<file path="src/rtl/sdram_pkg.sv">
// Shared constants, command encodings, FSM states and address helpers for the
// 2M x 32 SDRAM sequencer.
package sdram_pkg;
   localparam int INIT_WAIT        = 17550;
   localparam int REFRESH_INTERVAL = 1368;
   localparam int T_RP             = 2;
   localparam int T_RCD            = 2;
   localparam int T_RFC            = 7;
   localparam int CAS_LATENCY      = 2;
   localparam int N_INIT_REF       = 8;

   localparam int ADDR_W = 21;
   localparam int ROW_W  = 11;
   localparam int COL_W  = 8;
   localparam int BANK_W = 2;
   localparam int CNT_W  = 15;
   localparam int RCNT_W = 11;

   localparam logic [ROW_W-1:0] MRS_MODE = 11'h020;

   // Offsets within an access slot, counted from the ACTIVE cycle.
   localparam int SLOT_CMD    = T_RCD;
   localparam int SLOT_SAMPLE = T_RCD + CAS_LATENCY;
   localparam int SLOT_LEN    = 8;

   typedef enum logic [3:0] {
      CMD_MRS  = 4'b0000,
      CMD_REF  = 4'b0001,
      CMD_PRE  = 4'b0010,
      CMD_ACT  = 4'b0011,
      CMD_WR   = 4'b0100,
      CMD_RD   = 4'b0101,
      CMD_NOP  = 4'b0111,
      CMD_DESL = 4'b1111
   } cmd_e;

   typedef enum logic [2:0] {
      S_INIT_WAIT = 3'd0,
      S_INIT_PRE  = 3'd1,
      S_INIT_REF  = 3'd2,
      S_INIT_MRS  = 3'd3,
      S_IDLE      = 3'd4,
      S_REFRESH   = 3'd5,
      S_ACCESS    = 3'd6
   } state_e;

   function automatic logic [BANK_W-1:0] addr_bank(input logic [ADDR_W-1:0] a);
      return a[20:19];
   endfunction

   function automatic logic [ROW_W-1:0] addr_row(input logic [ADDR_W-1:0] a);
      return a[18:8];
   endfunction

   function automatic logic [COL_W-1:0] addr_col(input logic [ADDR_W-1:0] a);
      return a[7:0];
   endfunction
endpackage

</file>
<file path="src/rtl/sdram_sequencer_if.sv">
// Requester ports (MSX bus and video) plus SDRAM pins of the sequencer.
interface sdram_sequencer_if;
   logic        init_done;
   logic        cpu_req;
   logic        cpu_wr;
   logic [20:0] cpu_addr;
   logic [31:0] cpu_wdata;
   logic [3:0]  cpu_wmask;
   logic        cpu_ack;
   logic [31:0] cpu_rdata;
   logic        cpu_rvalid;
   logic        vdp_req;
   logic [20:0] vdp_addr;
   logic        vdp_ack;
   logic [31:0] vdp_rdata;
   logic        vdp_rvalid;
   logic        sdram_cke;
   logic        sdram_cs_n;
   logic        sdram_ras_n;
   logic        sdram_cas_n;
   logic        sdram_we_n;
   logic [10:0] sdram_addr;
   logic [1:0]  sdram_ba;
   logic [3:0]  sdram_dqm;
   logic [31:0] sdram_dq_o;
   logic        sdram_dq_oe;
   logic [31:0] sdram_dq_i;

   modport slave (
      input  cpu_req, cpu_wr, cpu_addr, cpu_wdata, cpu_wmask, vdp_req, vdp_addr, sdram_dq_i,
      output init_done, cpu_ack, cpu_rdata, cpu_rvalid, vdp_ack, vdp_rdata, vdp_rvalid,
             sdram_cke, sdram_cs_n, sdram_ras_n, sdram_cas_n, sdram_we_n,
             sdram_addr, sdram_ba, sdram_dqm, sdram_dq_o, sdram_dq_oe
   );

   modport master (
      output cpu_req, cpu_wr, cpu_addr, cpu_wdata, cpu_wmask, vdp_req, vdp_addr, sdram_dq_i,
      input  init_done, cpu_ack, cpu_rdata, cpu_rvalid, vdp_ack, vdp_rdata, vdp_rvalid,
             sdram_cke, sdram_cs_n, sdram_ras_n, sdram_cas_n, sdram_we_n,
             sdram_addr, sdram_ba, sdram_dqm, sdram_dq_o, sdram_dq_oe
   );
endinterface

</file>
<file path="src/rtl/sdram_refresh_timer.sv">
// Free-running auto-refresh interval timer with a sticky pending flag.
module sdram_refresh_timer
   import sdram_pkg::*;
(
   input  logic i_clk,
   input  logic i_reset,
   input  logic i_enable,
   input  logic i_clear,
   output logic o_pending
);
   logic [RCNT_W-1:0] r_count;
   logic              r_pending;

   // Interval counter; a wrap outranks a same-cycle clear so no refresh is lost.
   always_ff @(posedge i_clk) begin
      if (i_reset || !i_enable) begin
         r_count   <= 11'd0;
         r_pending <= 1'b0;
      end else if (r_count == RCNT_W'(REFRESH_INTERVAL - 1)) begin
         r_count   <= 11'd0;
         r_pending <= 1'b1;
      end else begin
         r_count   <= r_count + 11'd1;
         r_pending <= i_clear ? 1'b0 : r_pending;
      end
   end

   assign o_pending = r_pending;
endmodule

</file>
<file path="src/rtl/sdram_sequencer.sv">
// SDRAM sequencer: power-up init, periodic refresh and single-word
// auto-precharge accesses shared round-robin between the cpu and vdp ports.
module sdram_sequencer
   import sdram_pkg::*;
(
   input logic              i_clk,
   input logic              i_reset,
   sdram_sequencer_if.slave io_bus
);
   state_e            r_state;
   logic [CNT_W-1:0]  r_cnt;
   logic [2:0]        r_ref_cnt;
   logic              r_last_vdp;
   logic              r_is_vdp;
   logic              r_is_wr;
   logic [ADDR_W-1:0] r_req_addr;
   logic [31:0]       r_wdata;
   logic [3:0]        r_wmask;
   cmd_e              r_cmd;
   logic              r_cke;
   logic [ROW_W-1:0]  r_sd_addr;
   logic [BANK_W-1:0] r_ba;
   logic [3:0]        r_dqm;
   logic [31:0]       r_dq_o;
   logic              r_dq_oe;
   logic              r_init_done;
   logic              r_cpu_ack;
   logic              r_vdp_ack;
   logic              r_cpu_rvalid;
   logic              r_vdp_rvalid;
   logic [31:0]       r_cpu_rdata;
   logic [31:0]       r_vdp_rdata;

   logic              w_ref_pending;
   logic              w_ref_clear;
   logic              w_cpu_win;
   logic              w_vdp_win;
   logic [ADDR_W-1:0] w_sel_addr;

   sdram_refresh_timer u_refresh (
      .i_clk     (i_clk),
      .i_reset   (i_reset),
      .i_enable  (r_init_done),
      .i_clear   (w_ref_clear),
      .o_pending (w_ref_pending)
   );

   // Arbitration: refresh first, then the port that was not granted last.
   always_comb begin
      w_cpu_win  = 1'b0;
      w_vdp_win  = 1'b0;
      w_sel_addr = io_bus.cpu_addr;
      if (r_state == S_IDLE && !w_ref_pending) begin
         if (io_bus.cpu_req && (!io_bus.vdp_req || r_last_vdp)) begin
            w_cpu_win = 1'b1;
         end else if (io_bus.vdp_req) begin
            w_vdp_win  = 1'b1;
            w_sel_addr = io_bus.vdp_addr;
         end else begin
            w_cpu_win = 1'b0;
         end
      end else begin
         w_vdp_win = 1'b0;
      end
   end

   assign w_ref_clear = (r_state == S_IDLE) && w_ref_pending;

   // Sequencer FSM; r_cnt is the offset of the cycle currently on the pins.
   always_ff @(posedge i_clk) begin
      if (i_reset) begin
         r_state      <= S_INIT_WAIT;
         r_cnt        <= 15'd0;
         r_ref_cnt    <= 3'd0;
         r_last_vdp   <= 1'b1;
         r_is_vdp     <= 1'b0;
         r_is_wr      <= 1'b0;
         r_req_addr   <= 21'd0;
         r_wdata      <= 32'd0;
         r_wmask      <= 4'd0;
         r_cmd        <= CMD_DESL;
         r_cke        <= 1'b0;
         r_sd_addr    <= 11'd0;
         r_ba         <= 2'd0;
         r_dqm        <= 4'hF;
         r_dq_o       <= 32'd0;
         r_dq_oe      <= 1'b0;
         r_init_done  <= 1'b0;
         r_cpu_ack    <= 1'b0;
         r_vdp_ack    <= 1'b0;
         r_cpu_rvalid <= 1'b0;
         r_vdp_rvalid <= 1'b0;
         r_cpu_rdata  <= 32'd0;
         r_vdp_rdata  <= 32'd0;
      end else begin
         r_cke        <= 1'b1;
         r_cmd        <= CMD_NOP;
         r_dqm        <= 4'hF;
         r_dq_oe      <= 1'b0;
         r_cpu_ack    <= 1'b0;
         r_vdp_ack    <= 1'b0;
         r_cpu_rvalid <= 1'b0;
         r_vdp_rvalid <= 1'b0;
         r_cnt        <= r_cnt + 15'd1;
         case (r_state)
            S_INIT_WAIT: begin
               if (r_cnt == CNT_W'(INIT_WAIT)) begin
                  r_cmd     <= CMD_PRE;
                  r_sd_addr <= 11'h400;
                  r_state   <= S_INIT_PRE;
                  r_cnt     <= 15'd0;
               end
            end
            S_INIT_PRE: begin
               if (r_cnt == CNT_W'(T_RP - 1)) begin
                  r_cmd     <= CMD_REF;
                  r_ref_cnt <= 3'd0;
                  r_state   <= S_INIT_REF;
                  r_cnt     <= 15'd0;
               end
            end
            S_INIT_REF: begin
               if (r_cnt == CNT_W'(T_RFC - 1)) begin
                  r_cnt <= 15'd0;
                  if (r_ref_cnt == 3'(N_INIT_REF - 1)) begin
                     r_cmd     <= CMD_MRS;
                     r_sd_addr <= MRS_MODE;
                     r_ba      <= 2'd0;
                     r_state   <= S_INIT_MRS;
                  end else begin
                     r_cmd     <= CMD_REF;
                     r_ref_cnt <= r_ref_cnt + 3'd1;
                  end
               end
            end
            S_INIT_MRS: begin
               if (r_cnt == 15'd1) begin
                  r_state     <= S_IDLE;
                  r_init_done <= 1'b1;
               end
            end
            S_IDLE: begin
               if (w_ref_pending) begin
                  r_cmd   <= CMD_REF;
                  r_state <= S_REFRESH;
                  r_cnt   <= 15'd0;
               end else if (w_cpu_win || w_vdp_win) begin
                  r_cmd      <= CMD_ACT;
                  r_ba       <= addr_bank(w_sel_addr);
                  r_sd_addr  <= addr_row(w_sel_addr);
                  r_req_addr <= w_sel_addr;
                  r_is_vdp   <= w_vdp_win;
                  r_is_wr    <= w_cpu_win && io_bus.cpu_wr;
                  r_wdata    <= io_bus.cpu_wdata;
                  r_wmask    <= io_bus.cpu_wmask;
                  r_cpu_ack  <= w_cpu_win;
                  r_vdp_ack  <= w_vdp_win;
                  r_last_vdp <= w_vdp_win;
                  r_state    <= S_ACCESS;
                  r_cnt      <= 15'd0;
               end
            end
            S_REFRESH: begin
               if (r_cnt == CNT_W'(T_RFC - 2)) begin
                  r_state <= S_IDLE;
               end
            end
            S_ACCESS: begin
               if (r_cnt == CNT_W'(SLOT_CMD - 1)) begin
                  r_cmd     <= r_is_wr ? CMD_WR : CMD_RD;
                  r_sd_addr <= {3'b100, addr_col(r_req_addr)};
                  r_dqm     <= r_is_wr ? ~r_wmask : 4'h0;
                  r_dq_oe   <= r_is_wr;
                  r_dq_o    <= r_wdata;
               end
               if (r_cnt == CNT_W'(SLOT_SAMPLE) && !r_is_wr) begin
                  if (r_is_vdp) begin
                     r_vdp_rdata  <= io_bus.sdram_dq_i;
                     r_vdp_rvalid <= 1'b1;
                  end else begin
                     r_cpu_rdata  <= io_bus.sdram_dq_i;
                     r_cpu_rvalid <= 1'b1;
                  end
               end
               if (r_cnt == CNT_W'(SLOT_LEN - 2)) begin
                  r_state <= S_IDLE;
               end
            end
            default: begin
               r_state <= S_INIT_WAIT;
               r_cnt   <= 15'd0;
            end
         endcase
      end
   end

   assign io_bus.init_done   = r_init_done;
   assign io_bus.cpu_ack     = r_cpu_ack;
   assign io_bus.cpu_rdata   = r_cpu_rdata;
   assign io_bus.cpu_rvalid  = r_cpu_rvalid;
   assign io_bus.vdp_ack     = r_vdp_ack;
   assign io_bus.vdp_rdata   = r_vdp_rdata;
   assign io_bus.vdp_rvalid  = r_vdp_rvalid;
   assign io_bus.sdram_cke   = r_cke;
   assign {io_bus.sdram_cs_n, io_bus.sdram_ras_n, io_bus.sdram_cas_n, io_bus.sdram_we_n} = r_cmd;
   assign io_bus.sdram_addr  = r_sd_addr;
   assign io_bus.sdram_ba    = r_ba;
   assign io_bus.sdram_dqm   = r_dqm;
   assign io_bus.sdram_dq_o  = r_dq_o;
   assign io_bus.sdram_dq_oe = r_dq_oe;
endmodule

</file>
<file path="src/flat_wrapper.sv">
// flat-port wrapper written by rule: the top's interface ports become plain ports
module sdram_sequencer_flat import sdram_pkg::*;
  (i_clk, i_reset, io_bus_cpu_req, io_bus_cpu_wr, io_bus_cpu_addr, io_bus_cpu_wdata, io_bus_cpu_wmask, io_bus_vdp_req, io_bus_vdp_addr, io_bus_sdram_dq_i, io_bus_init_done, io_bus_cpu_ack, io_bus_cpu_rdata, io_bus_cpu_rvalid, io_bus_vdp_ack, io_bus_vdp_rdata, io_bus_vdp_rvalid, io_bus_sdram_cke, io_bus_sdram_cs_n, io_bus_sdram_ras_n, io_bus_sdram_cas_n, io_bus_sdram_we_n, io_bus_sdram_addr, io_bus_sdram_ba, io_bus_sdram_dqm, io_bus_sdram_dq_o, io_bus_sdram_dq_oe);
  sdram_sequencer_if io_bus_i ();
  input logic i_clk;
  input logic i_reset;
  input wire logic [$bits(io_bus_i.cpu_req)-1:0] io_bus_cpu_req;
  input wire logic [$bits(io_bus_i.cpu_wr)-1:0] io_bus_cpu_wr;
  input wire logic [$bits(io_bus_i.cpu_addr)-1:0] io_bus_cpu_addr;
  input wire logic [$bits(io_bus_i.cpu_wdata)-1:0] io_bus_cpu_wdata;
  input wire logic [$bits(io_bus_i.cpu_wmask)-1:0] io_bus_cpu_wmask;
  input wire logic [$bits(io_bus_i.vdp_req)-1:0] io_bus_vdp_req;
  input wire logic [$bits(io_bus_i.vdp_addr)-1:0] io_bus_vdp_addr;
  input wire logic [$bits(io_bus_i.sdram_dq_i)-1:0] io_bus_sdram_dq_i;
  output wire logic [$bits(io_bus_i.init_done)-1:0] io_bus_init_done;
  output wire logic [$bits(io_bus_i.cpu_ack)-1:0] io_bus_cpu_ack;
  output wire logic [$bits(io_bus_i.cpu_rdata)-1:0] io_bus_cpu_rdata;
  output wire logic [$bits(io_bus_i.cpu_rvalid)-1:0] io_bus_cpu_rvalid;
  output wire logic [$bits(io_bus_i.vdp_ack)-1:0] io_bus_vdp_ack;
  output wire logic [$bits(io_bus_i.vdp_rdata)-1:0] io_bus_vdp_rdata;
  output wire logic [$bits(io_bus_i.vdp_rvalid)-1:0] io_bus_vdp_rvalid;
  output wire logic [$bits(io_bus_i.sdram_cke)-1:0] io_bus_sdram_cke;
  output wire logic [$bits(io_bus_i.sdram_cs_n)-1:0] io_bus_sdram_cs_n;
  output wire logic [$bits(io_bus_i.sdram_ras_n)-1:0] io_bus_sdram_ras_n;
  output wire logic [$bits(io_bus_i.sdram_cas_n)-1:0] io_bus_sdram_cas_n;
  output wire logic [$bits(io_bus_i.sdram_we_n)-1:0] io_bus_sdram_we_n;
  output wire logic [$bits(io_bus_i.sdram_addr)-1:0] io_bus_sdram_addr;
  output wire logic [$bits(io_bus_i.sdram_ba)-1:0] io_bus_sdram_ba;
  output wire logic [$bits(io_bus_i.sdram_dqm)-1:0] io_bus_sdram_dqm;
  output wire logic [$bits(io_bus_i.sdram_dq_o)-1:0] io_bus_sdram_dq_o;
  output wire logic [$bits(io_bus_i.sdram_dq_oe)-1:0] io_bus_sdram_dq_oe;
  assign io_bus_i.cpu_req = io_bus_cpu_req;
  assign io_bus_i.cpu_wr = io_bus_cpu_wr;
  assign io_bus_i.cpu_addr = io_bus_cpu_addr;
  assign io_bus_i.cpu_wdata = io_bus_cpu_wdata;
  assign io_bus_i.cpu_wmask = io_bus_cpu_wmask;
  assign io_bus_i.vdp_req = io_bus_vdp_req;
  assign io_bus_i.vdp_addr = io_bus_vdp_addr;
  assign io_bus_i.sdram_dq_i = io_bus_sdram_dq_i;
  assign io_bus_init_done = io_bus_i.init_done;
  assign io_bus_cpu_ack = io_bus_i.cpu_ack;
  assign io_bus_cpu_rdata = io_bus_i.cpu_rdata;
  assign io_bus_cpu_rvalid = io_bus_i.cpu_rvalid;
  assign io_bus_vdp_ack = io_bus_i.vdp_ack;
  assign io_bus_vdp_rdata = io_bus_i.vdp_rdata;
  assign io_bus_vdp_rvalid = io_bus_i.vdp_rvalid;
  assign io_bus_sdram_cke = io_bus_i.sdram_cke;
  assign io_bus_sdram_cs_n = io_bus_i.sdram_cs_n;
  assign io_bus_sdram_ras_n = io_bus_i.sdram_ras_n;
  assign io_bus_sdram_cas_n = io_bus_i.sdram_cas_n;
  assign io_bus_sdram_we_n = io_bus_i.sdram_we_n;
  assign io_bus_sdram_addr = io_bus_i.sdram_addr;
  assign io_bus_sdram_ba = io_bus_i.sdram_ba;
  assign io_bus_sdram_dqm = io_bus_i.sdram_dqm;
  assign io_bus_sdram_dq_o = io_bus_i.sdram_dq_o;
  assign io_bus_sdram_dq_oe = io_bus_i.sdram_dq_oe;
  sdram_sequencer u_core (.i_clk(i_clk), .i_reset(i_reset), .io_bus(io_bus_i));
endmodule
</file>
<file path="config.mk">
export PLATFORM = sky130hd
export DESIGN_NAME = sdram_sequencer_flat
export DESIGN_NICKNAME = d
export VERILOG_FILES = /design/src/rtl/sdram_pkg.sv /design/src/rtl/sdram_sequencer_if.sv /design/src/rtl/sdram_refresh_timer.sv /design/src/rtl/sdram_sequencer.sv /design/src/flat_wrapper.sv
export SDC_FILE = /design/constraint.sdc
export NUM_CORES = 1
export LEC_CHECK = 0
export ABC_CLOCK_PERIOD_IN_PS = 3050
export CORE_ASPECT_RATIO = 0.9
export CORE_MARGIN = 2
export CORE_UTILIZATION = 47
export DETAILED_ROUTE_END_ITERATION = 16
export PLACE_DENSITY = 0.77
export SKIP_CTS_REPAIR_TIMING = 1
export SLEW_MARGIN = 20
export SYNTH_ARGS = -nofsm -noshare
export SYNTH_HDL_FRONTEND = slang
export SYNTH_SLANG_ARGS = --single-unit
</file>
<file path="constraint.sdc">
create_clock -name i_clk -period 3.05 [get_ports i_clk]
set_clock_uncertainty 0.1 [all_clocks]
set_input_delay 0.61 -clock i_clk [delete_from_list [all_inputs] [get_ports i_clk]]
set_output_delay 0.61 -clock i_clk [all_outputs]
set_load 0.1 [all_outputs]
</file>
==> metrics.cfg <==
[status]
outcome=finished, final reports clean

[synthesis]
dominantRegCellSynth=dfxtp_1
syn_area_um2=7900
synth-edff-count=0
yosys_register_bits=204
synthTopCellsByArea=dfxtp_1 (52%), nand2_1 (14%), a21oi_1 (9.2%)
synthArstFlopShare_pct=0
synth.top_cell.area_share_pct=51.7
netlist_top_cells_count=nand2_1 (296), dfxtp_1 (204), a21oi_1 (145)
seq_area_frac_synth_pct=51.7
ys_types=51
yosysWarnings=0
synthCells=968
synth_most_common_cell=nand2_1
yosysTopAreaCell=dfxtp_1
syn_nets=1090
syn-mean-instance-area_um2=8.17

[die]
die_h_um=127
initial_utilization_pct=48.5
rows=44
die_w_um=141
dieArea_um2=17900
pin_count=239
fp.coreArea_um2=16300

[power_and_ir_drop]
clkPwrFrac_pct=39.6
ir_worst_vdd_uv=370
p_sw_w=0.00163
power_frac_seq_pct=45.0
p_leak_nw=4.11
swShare_pct=26.2
powerDensity_nw_per_um2=572
internal-power_w=0.00458
comb_power_share_pct=15.4

[worst_setup_path]
required_ns=3.31
end_kind=flop
arrival_ns=3.02
cp_slowest_cell=a2111oi_4
path_cells=ha_1 -> or3b_2 -> nor2b_1 -> nand3_1 -> a2111oi_4 -> buf_4 -> mux2i_1 -> nor2_1
critPathMaxStageDelay_ns=0.61
cp_max_fo=7
worstSetupPathType=flop to flop
critPathLaunchType=flop
r2r_cells=8

[timing]
timing_hold_violations_final=0
drv_slew=0
worst_pin_slew_ns=0.730
rsz0062_at_grt=false
setup_viol=0
fin_crit_ns=2.77
max_slew_margin_pct=51.1
holdWs_ns=0.314
setup_ws_ns=0.284
tns_ns=0
min_period_over_period_pct=90.7
fmax_mhz=362

[global_route]
grt_pass1_wl_mm=34.5
grt_pass1_vias=6828
grt_util_all_layers_pct=23.5
grt_overflow=0
antenna_found_initial=1
grt_max_degree=79

[placement]
place_ws_ns=0.295
placement.io_buffers=238
detailed_place_hpwl_mm=15.2
gp_congestion=0.859

[route]
drt_first_pass_iters=5
vias=7299
drc=0
vias_per_cell=5.18
ant_nets=0
finalWirelength_mm=21.9
drt-initial-drc-count=405
wl_per_cell_um=15.6

[hold_path]
hold_path_depth=1
hold_class=flop to flop

[run]
drv_cap=0

[clock_tree]
h-tree-depth=1
insertion_delay_ns=0.48
clkSinkCount=204
cts_tree=built
cts_buffers=21
cts_max_path_buffers=3
cts_root_buffer=clkbuf_16
clk_pin_slew_worst_paths_ns=0.06

[final_layout]
fill_cells=1413
drive_gt1_share_pct=16.1
multi_input_area_um2=3550
seq_area_um2=4080
nets=1310
area_delta_synth_final_pct=37.4

[power groups by stage]
stage	sequential (W)	clock [W]	combinational, W
final	0.00279	0.00246	0.000959
after global routing	0.00280	0.00263	0.00104
after CTS	0.00279	0.00252	0.000954
after detailed placement	0.00285	0	0.000949
after global placement	0.00284	0	0.000947
after floorplan	0.00295	0	0.000518
[final cells by class]
type                            count  area share, %
Sequential cell                   204           37.6
Multi-Input combinational cell    693           32.7
Timing Repair Buffer              257           20.8
Clock buffer                       30           5.61
Tap cell                          207           2.39
Clock inverter                      5          0.461
Inverter                           11          0.380
Antenna cell                        1         0.0230
[layout by cell type (no fill, tap or decap), types with 5 or more instances in the layout]
master	instances
clkdlybuf4s50_1	113
clkbuf_8	5
a211oi_1	10
nor3_1	9
clkbuf_16	21
nand2b_1	7
xor2_1	11
buf_4	140
a22o_1	7
ha_1	7
o21ai_0	18
nand3_1	18
or3_1	5
dfxtp_1	204
a31oi_1	5
nor2_1	60
mux2i_1	23
and3_1	7
nand2_1	296
inv_1	11
nand4_1	7
a21oi_1	145
xnor2_1	10
[kinds of logic after synthesis]
kind of cell | synth area share, %
and+or+nand+nor | 23.6
buffers and inverters | 3.64
muxes | 2.91
DFF | 51.7
adders and majority gates | 1.11
xor gates and xnor gates | 2.33
AOI/OAI and AO/OA | 14.7
[final timing paths]
path	startpoint	endpoint	slack, ns
worst min register to register	u_core.r_wmask[2]	u_core.io_bus.sdram_dqm[2]	0.31
worst max register to register	u_core.r_cnt[0]	u_core.io_bus.sdram_addr[8]	0.28
worst min-delay path	u_core.r_wmask[2]	u_core.io_bus.sdram_dqm[2]	0.31
worst max-delay path	u_core.r_cnt[0]	u_core.io_bus.sdram_addr[8]	0.28
[worst max-delay path, delay by kind of cell, from the launching register on]
family,cells,cell delay [ns]
DFF,1,0.43
muxes,1,0.19
buffers and inverters,1,0.22
and+or+nand+nor,4,0.90
adders and majority gates,1,0.20
AOI/OAI and AO/OA,1,0.61
[routing by layer]
layer | global-route usage, % | vias up | part of all wire [%]
li1 | - | 3668 | -
met1 | 30.3 | 3342 | 44
met2 | 39.1 | 252 | 45
met3 | 6.86 | 37 | 9.0
met4 | 5.88 | 0 | 2.2
met5 | 0 | - | 0
[per-stage QoR]
stage | cells | instance area (um2) | util, % | total power (W)
detailed placement | 1372 | 10200 | 62.6 | 0.00380
global route | 1407 | 10900 | 66.6 | 0.00646
CTS | 1407 | 10900 | 66.6 | 0.00626
global placement | 1372 | 10200 | 62.6 | 0.00379
finish | 1408 | 10900 | 66.6 | 0.00621
floorplan | 968 | 7900 | - | 0.00347
[state kept, by name, indices dropped and copies added, names as in the netlist, 2 cells and up]
| name | count |
|---|---|
| u_core.io_bus.cpu_rdata | 32 |
| u_core.io_bus.sdram_dq_o | 32 |
| u_core.io_bus.vdp_rdata | 32 |
| u_core.r_wdata | 32 |
| u_core.r_cnt | 15 |
| u_core.io_bus.sdram_addr | 11 |
| u_core.u_refresh.r_count | 11 |
| u_core.r_req_addr | 8 |
| u_core.io_bus.sdram_dqm | 4 |
| u_core.r_cmd | 4 |
| u_core.r_wmask | 4 |
| u_core.r_ref_cnt | 3 |
| u_core.r_state | 3 |
| u_core.io_bus.sdram_ba | 2 |
(Power assumes the default switching activity.)
